## config.mk

```make
export PLATFORM = sky130hd
export DESIGN_NAME = clip_record_play_controller
export DESIGN_NICKNAME = d
export VERILOG_FILES = /design/src/rtl/clip_record_play_controller.sv
export SDC_FILE = /design/constraint.sdc
export NUM_CORES = 1
export LEC_CHECK = 0
export ABC_CLOCK_PERIOD_IN_PS = 9410
export CAP_MARGIN = 15
export CORE_MARGIN = 8
export CORE_UTILIZATION = 35
export CTS_BUF_LIST = sky130_fd_sc_hd__clkbuf_4 sky130_fd_sc_hd__clkbuf_8
export CTS_CLUSTER_SIZE = 12
export DETAILED_ROUTE_END_ITERATION = 8
export GPL_TIMING_DRIVEN = 0
export HOLD_SLACK_MARGIN = 0.03
export PLACE_DENSITY = 0.6
export SLEW_MARGIN = 20
export SYNTH_ARGS = -nofsm -noshare
export SYNTH_HDL_FRONTEND = slang
export SYNTH_SLANG_ARGS = --single-unit
```

## constraint.sdc

```tcl
create_clock -name clock -period 9.41 [get_ports clock]
set_input_delay 0.941 -clock clock [delete_from_list [all_inputs] [get_ports clock]]
set_output_delay 0.941 -clock clock [all_outputs]
set_load 0.02 [all_outputs]
```

## src/rtl/clip_record_play_controller.sv

```systemverilog
// Two-clip record/playback FSM between the button synchronizer and the clip RAM; strobes are combinational from state+tick,
// speaker data lands one cycle after the read strobe; no backpressure, the sample_tick strobe paces all memory traffic.
module clip_record_play_controller #(
    parameter int SAMPLE_W = 8,
    parameter int ADDR_W   = 12
) (
    input  logic                clock,
    input  logic                reset,
    input  logic                ActionSync,
    input  logic                ClipNumSync,
    input  logic                PlayOrRecordSync,
    input  logic                resetButtonSync,
    input  logic                sample_tick,
    input  logic [SAMPLE_W-1:0] mic_sample,
    output logic [ADDR_W:0]     mem_addr,
    output logic                mem_we,
    output logic                mem_re,
    output logic [SAMPLE_W-1:0] mem_wdata,
    input  logic [SAMPLE_W-1:0] mem_rdata,
    output logic [SAMPLE_W-1:0] speaker_sample,
    output logic                recording,
    output logic                playing,
    output logic                done
);

    typedef enum logic [1:0] {IDLE, RECORD, PLAY, FINISH} state_t;

    localparam logic [ADDR_W:0] LAST_IDX = {1'b0, {ADDR_W{1'b1}}};

    state_t          state, state_nxt;
    logic            act_prev;
    logic            act_edge;
    logic            clip;
    logic [ADDR_W:0] len0, len1;
    logic [ADDR_W:0] cur_len;
    logic [ADDR_W:0] idx;
    logic            rd_pending;
    logic            wr_fire;
    logic            rd_fire;

    assign act_edge = ActionSync & ~act_prev;
    assign cur_len  = clip ? len1 : len0;

    // An abort press or an erase in the same cycle suppresses the strobe that tick would have fired.
    assign wr_fire = (state == RECORD) && sample_tick && !resetButtonSync;
    assign rd_fire = (state == PLAY) && sample_tick && (idx < cur_len) && !act_edge && !resetButtonSync;

    assign mem_we    = wr_fire;
    assign mem_re    = rd_fire;
    assign mem_addr  = {clip, idx[ADDR_W-1:0]};
    assign mem_wdata = mic_sample;

    assign recording = (state == RECORD);
    assign playing   = (state == PLAY);
    assign done      = (state == FINISH);

    always_comb begin
        state_nxt = state;
        case (state)
            IDLE: begin
                if (act_edge) begin
                    if (PlayOrRecordSync)
                        state_nxt = RECORD;
                    else if ((ClipNumSync ? len1 : len0) != '0)
                        state_nxt = PLAY;
                    else
                        state_nxt = FINISH;
                end
            end
            RECORD: begin
                if (act_edge || (sample_tick && idx == LAST_IDX))
                    state_nxt = FINISH;
            end
            PLAY: begin
                if (act_edge || (rd_pending && idx == cur_len))
                    state_nxt = FINISH;
            end
            FINISH:  state_nxt = IDLE;
            default: state_nxt = IDLE;
        endcase
        if (resetButtonSync)
            state_nxt = IDLE;
    end

    always_ff @(posedge clock) begin
        if (reset) begin
            state          <= IDLE;
            act_prev       <= 1'b1;
            clip           <= 1'b0;
            len0           <= '0;
            len1           <= '0;
            idx            <= '0;
            rd_pending     <= 1'b0;
            speaker_sample <= '0;
        end else begin
            act_prev   <= ActionSync;
            state      <= state_nxt;
            rd_pending <= rd_fire;
            if (resetButtonSync) begin
                len0           <= '0;
                len1           <= '0;
                idx            <= '0;
                speaker_sample <= '0;
            end else begin
                case (state)
                    IDLE: begin
                        if (act_edge) begin
                            clip <= ClipNumSync;
                            idx  <= '0;
                        end
                    end
                    RECORD: begin
                        if (wr_fire)
                            idx <= idx + 1'b1;
                        // Length counts the sample written in the exit cycle, if any.
                        if (state_nxt == FINISH) begin
                            if (clip)
                                len1 <= idx + {{ADDR_W{1'b0}}, wr_fire};
                            else
                                len0 <= idx + {{ADDR_W{1'b0}}, wr_fire};
                        end
                    end
                    PLAY: begin
                        if (rd_pending && !act_edge)
                            speaker_sample <= mem_rdata;
                        if (rd_fire)
                            idx <= idx + 1'b1;
                    end
                    FINISH:  speaker_sample <= '0;
                    default: ;
                endcase
            end
        end
    end

endmodule

```

Yosys cells after proc, flatten, opt, wreduce, memory -nomap -nowiden

Cells that the tools add are included.

Register bits: 52
Memory bits (read-only): 0
Latch bits: 0
Memories: 0
Bits in writable memories: 0
Logic and storage cells: 63
Bits of input ports: 23

Shift-type cells: 0
Bitwise gates (word level): 4
Multipliers: 0
Divide/modulo/power cells: 0
Equality and inequality tests: 10
$lt $le $gt $ge: 1
Mux-type cells: 15
Reduce and logical (&&, ||, !) cells: 23
$add $sub $neg: 2

Operator list:

| kind                  | count |
|---|---|
| $mux 13               | 5 |
| $pmux 13 s3           | 1 |
| $pmux 8 s2            | 1 |
| $add 13x1->13         | 1 |
| $add 13x1->13 const B | 1 |
| $eq 13x12->1 const B  | 1 |
| $eq 13x13->1          | 1 |
| $lt 13x13->1          | 1 |
| $reduce_bool 13->1    | 1 |
| $mux 2                | 5 |
| $logic_and 1x1->1     | 9 |
| $reduce_and 3->1      | 3 |
| $mux 8                | 1 |
| $pmux 2 s4            | 1 |
| $eq 2x2->1 const B    | 3 |
| $ne 2x1->1 const B    | 2 |
| $ne 2x2->1 const B    | 2 |
| $reduce_and 4->1      | 1 |
| $not 1->1             | 3 |
| $reduce_bool 3->1     | 1 |
| $eq 2x1->1 const B    | 1 |
| $logic_not 1->1       | 2 |
| $logic_not 2->1       | 1 |
| $logic_or 1x1->1      | 2 |
| 5 further kinds       | 5 |

Depth between registers and ports, before layout

Word-level depth: 9
Mapped depth: 12

Least setup slack after synthesis

OpenSTA, ideal clock, no wires.

Kind: reg2out
Start: register clip
End: output port mem_re
Setup slack: 6.132 ns
Data required time: 8.469 ns
Data arrival time: 2.337 ns
Stages on the path, launching flop included: 9
Path through: dfxtp_1 -> clkbuf_1 -> buf_1 -> mux2i_1 -> ha_1 -> a211oi_1 -> nor2_1 -> nor4_1 -> o21a_1

Cells in the longest elaborated chain, start to end: 5

Ends and longest elaborated chain:

| item                            | line | source |
|---|---|---|
| start: declaration              | 33   | `logic clip;` |
| start signal: assignment        | 108  | `clip <= ClipNumSync;` |
| $mux 13                         | 42   | `assign cur_len = clip ? len1 : len0;` |
| $lt 13x13->1                    | 46   | `assign rd_fire = (state == PLAY) && sample_tick && (idx < cur_len) && !act_edge && !resetButtonSync;` |
| $logic_and 1x1->1 (3 in series) | 46   |  |
| end: declaration                | 17   | `output logic mem_re,` |

No other way between the ends.

Worst setup path after layout

Ends and elaborated chain as after synthesis.

==> flow_metrics.env <==
export IMPL_status="completed"
export IMPL_die_h_microns=112
export IMPL_diodes=0
export IMPL_first_pass_iters=4
export IMPL_skew_ns=0.00603
export IMPL_ioPinCount=57
export IMPL_yosysWarningCount=0
export IMPL_switching_share=0.237
export IMPL_syn_area_sq_um=3210
export IMPL_cts_sinks=52
export IMPL_seq_power_share=0.528
export IMPL_netlist_top_cells_area="dfxtp_1, mux2i_1, ha_1"
export IMPL_synth_distinct_cells=48
export IMPL_p_comb_frac=0.092
export IMPL_synthAdderAreaFrac=0.0818
export IMPL_postSynth_asyncResetShare=0
export IMPL_grt_max_degree=16
export IMPL_io_buffer_count=48
export IMPL_avgSynthCellArea_sq_um=8.73
export IMPL_hold_class="register to register"
export IMPL_synth_edf_count=0
export IMPL_yosysMostFrequentCell="nand2_1"
export IMPL_syn_num_nets=412
export IMPL_hold_viol=0
export IMPL_drtIter0Drc=168
export IMPL_worstSetupPathType="register to output pin"
export IMPL_power_switching_mw=0.0992
export IMPL_clkTransAtPathRegs_ns=0.09
export IMPL_peakVddDrop_uv=80.5
export IMPL_fmax_mhz=219
export IMPL_synthCells=368
export IMPL_tightest_slew_ns=0.712
export IMPL_clk_latency_ns=0.31
export IMPL_area_growth_pct=22.7
export IMPL_cp_required_ns=8.47
export IMPL_setup_tns_ns=0
export IMPL_fp_row_count=35
export IMPL_p_per_area_nw_per_um2=106
export IMPL_finalWirelength_microns=8720
export IMPL_p_leak_nw=1.48
export IMPL_avgRoutedWirePerCell_microns=16.3
export IMPL_critPathLaunchType="register"
export IMPL_min_period_over_period=0.486
export IMPL_synth_xor_area_frac=0.0300
export IMPL_finalMaxSlewViolations=0
export IMPL_synth_seq_cells=52
export IMPL_ys_flop_type="dfxtp_1"
export IMPL_cts_tree="built"
export IMPL_seq_area_frac_synth=0.324
export IMPL_start_util=0.354
export IMPL_drc=0
export IMPL_synth_compound_area_share=0.113
export IMPL_vias=2794
export IMPL_fp_coreArea_sq_um=9060
export IMPL_cap_violations=0
export IMPL_synth_mux_area_frac=0.132
export IMPL_fin_crit_ns=4.57
export IMPL_final_nets=467
export IMPL_hpwl_microns=6750
export IMPL_die_area_sq_um=12500
export IMPL_cts_root_buf="clkbuf_8"
export IMPL_setup_viol=0
export IMPL_htreeDepth=2
export IMPL_cts_buffers=5
export IMPL_synth_top_area_share=0.324
export IMPL_r2r_slack_ns=5.26
export IMPL_postCtsSetupBuffers=0
export IMPL_gp_congestion=0.853
export IMPL_via_per_inst=5.22
export IMPL_antenna_found_initial=0
export IMPL_grt_use_total=0.139
export IMPL_path_max_fanout=10
export IMPL_end_kind="output pin"
export IMPL_slew_headroom=0.525
export IMPL_postCtsHoldBufs=0
export IMPL_grt_pass1_wl_microns=14200
export IMPL_grt_pass1_vias=2739
export IMPL_rsz0062_at_grt="no"
export IMPL_antenna_left=0
export IMPL_yosys_area_top_type="dfxtp_1"
export IMPL_final_area_sq_um=3940
export IMPL_overflow=0
export IMPL_synthSimpleGateAreaFrac=0.228
export IMPL_placed_cell_area_sq_um=3830
export IMPL_synth_top_family_by_area="simple AND/OR/NAND/NOR gates"
export IMPL_cts_buffer_depth=2
export IMPL_power_internal_mw=0.320
export IMPL_critical_path_arrival_ns=3.63
export IMPL_cts_resized=0
export IMPL_pwr_share_clk=0.380
export IMPL_synth_common_cells="nand2_1, dfxtp_1, mux2i_1, buf_4, nor2_1"
export IMPL_final_layout_size_suffix_gt1_frac=0.108
export IMPL_die_x_microns=112
final timing paths:
check                        start                    end  depth (start not counted)
min reg2reg  len1[10]$_SDFFE_PP0P_  len1[10]$_SDFFE_PP0P_                          2
max              clip$_SDFFE_PP0P_                 mem_re                          9
min          len1[10]$_SDFFE_PP0P_  len1[10]$_SDFFE_PP0P_                          2
max reg2reg      clip$_SDFFE_PP0P_    idx[6]$_SDFFE_PP0P_                         11
routing by layer:
metal | vias to the layer above | global-route usage | routed length (microns)
met2 | 77 | 0.227 | 4010
met1 | 1316 | 0.179 | 4050
li1 | 1394 | - | -
met4 | 0 | 0.0356 | 91
met3 | 7 | 0.0346 | 560
met5 | - | 0 | 0
through the flow:
step	cells	setup slack, ns	total power, mW	utilization	hold slack (ns)
global route	535	4.60	0.435	0.435	0.501
finish	535	4.84	0.419	0.435	0.479
global placement	527	5.19	0.264	0.423	0.462
detailed placement	527	5.19	0.265	0.423	0.471
floorplan	368	6.13	0.248	-	0.445
CTS	535	4.83	0.423	0.435	0.484
sequential cells by signal (all words and copies together) (netlist names):
| signal | count |
|---|---|
| len0 | 13 |
| idx | 13 |
| state | 2 |
| len1 | 13 |
| rd_pending | 1 |
| speaker_sample | 8 |
| clip | 1 |
| act_prev | 1 |
logic make-up after synthesis:
family | after synthesis
muxes | 42
AOI/OAI and AO/OA | 49
xor gates and xnor gates | 11
and+or+nand+nor | 146
buffers and inverters | 47
DFF | 52
adders and majority gates | 21
placed cells by master, fill, tap and decap left out, types with 9 or more instances in the layout:
master and count:
nand2_1 58, o21ai_0 9, nor3_1 11, clkbuf_1 13, a32o_1 9, a22oi_1 9
nand3_1 10, buf_4 25, dfxtp_1 52, mux2i_1 39, ha_1 21, clkdlybuf4s50_1 48
nor2_1 22
power groups by stage:
stage	combinational [mW]	sequential (mW)	clock, mW
2_1_floorplan	0.0218	0.226	0
3_3_place_gp	0.0383	0.226	0
3_5_place_dp	0.0386	0.226	0
4_1_cts	0.0387	0.221	0.163
5_1_grt	0.0421	0.221	0.172
6_report	0.0388	0.221	0.159
worst max-delay path, cell delays in order, from the launching register on:
cell             delay [ns]
dfxtp_1                0.34
clkbuf_1               0.34
buf_1                  0.60
mux2i_1                0.32
ha_1                   0.28
a211oi_1               0.23
nor2_1                 0.12
nor4_1                 0.27
o21a_1                 0.19
clkdlybuf4s50_1        0.62
cell type report:
class                           count  area [sq um]
Buffer                             41           272
Clock buffer                        6          76.3
Clock inverter                      2          35.0
Fill cell                         910          5120
Inverter                            6          22.5
Multi-Input combinational cell    269          1880
Sequential cell                    52          1040
Tap cell                          111           139
Timing Repair Buffer               48           480
No activity file was read; power rests on OpenSTA's default activity.
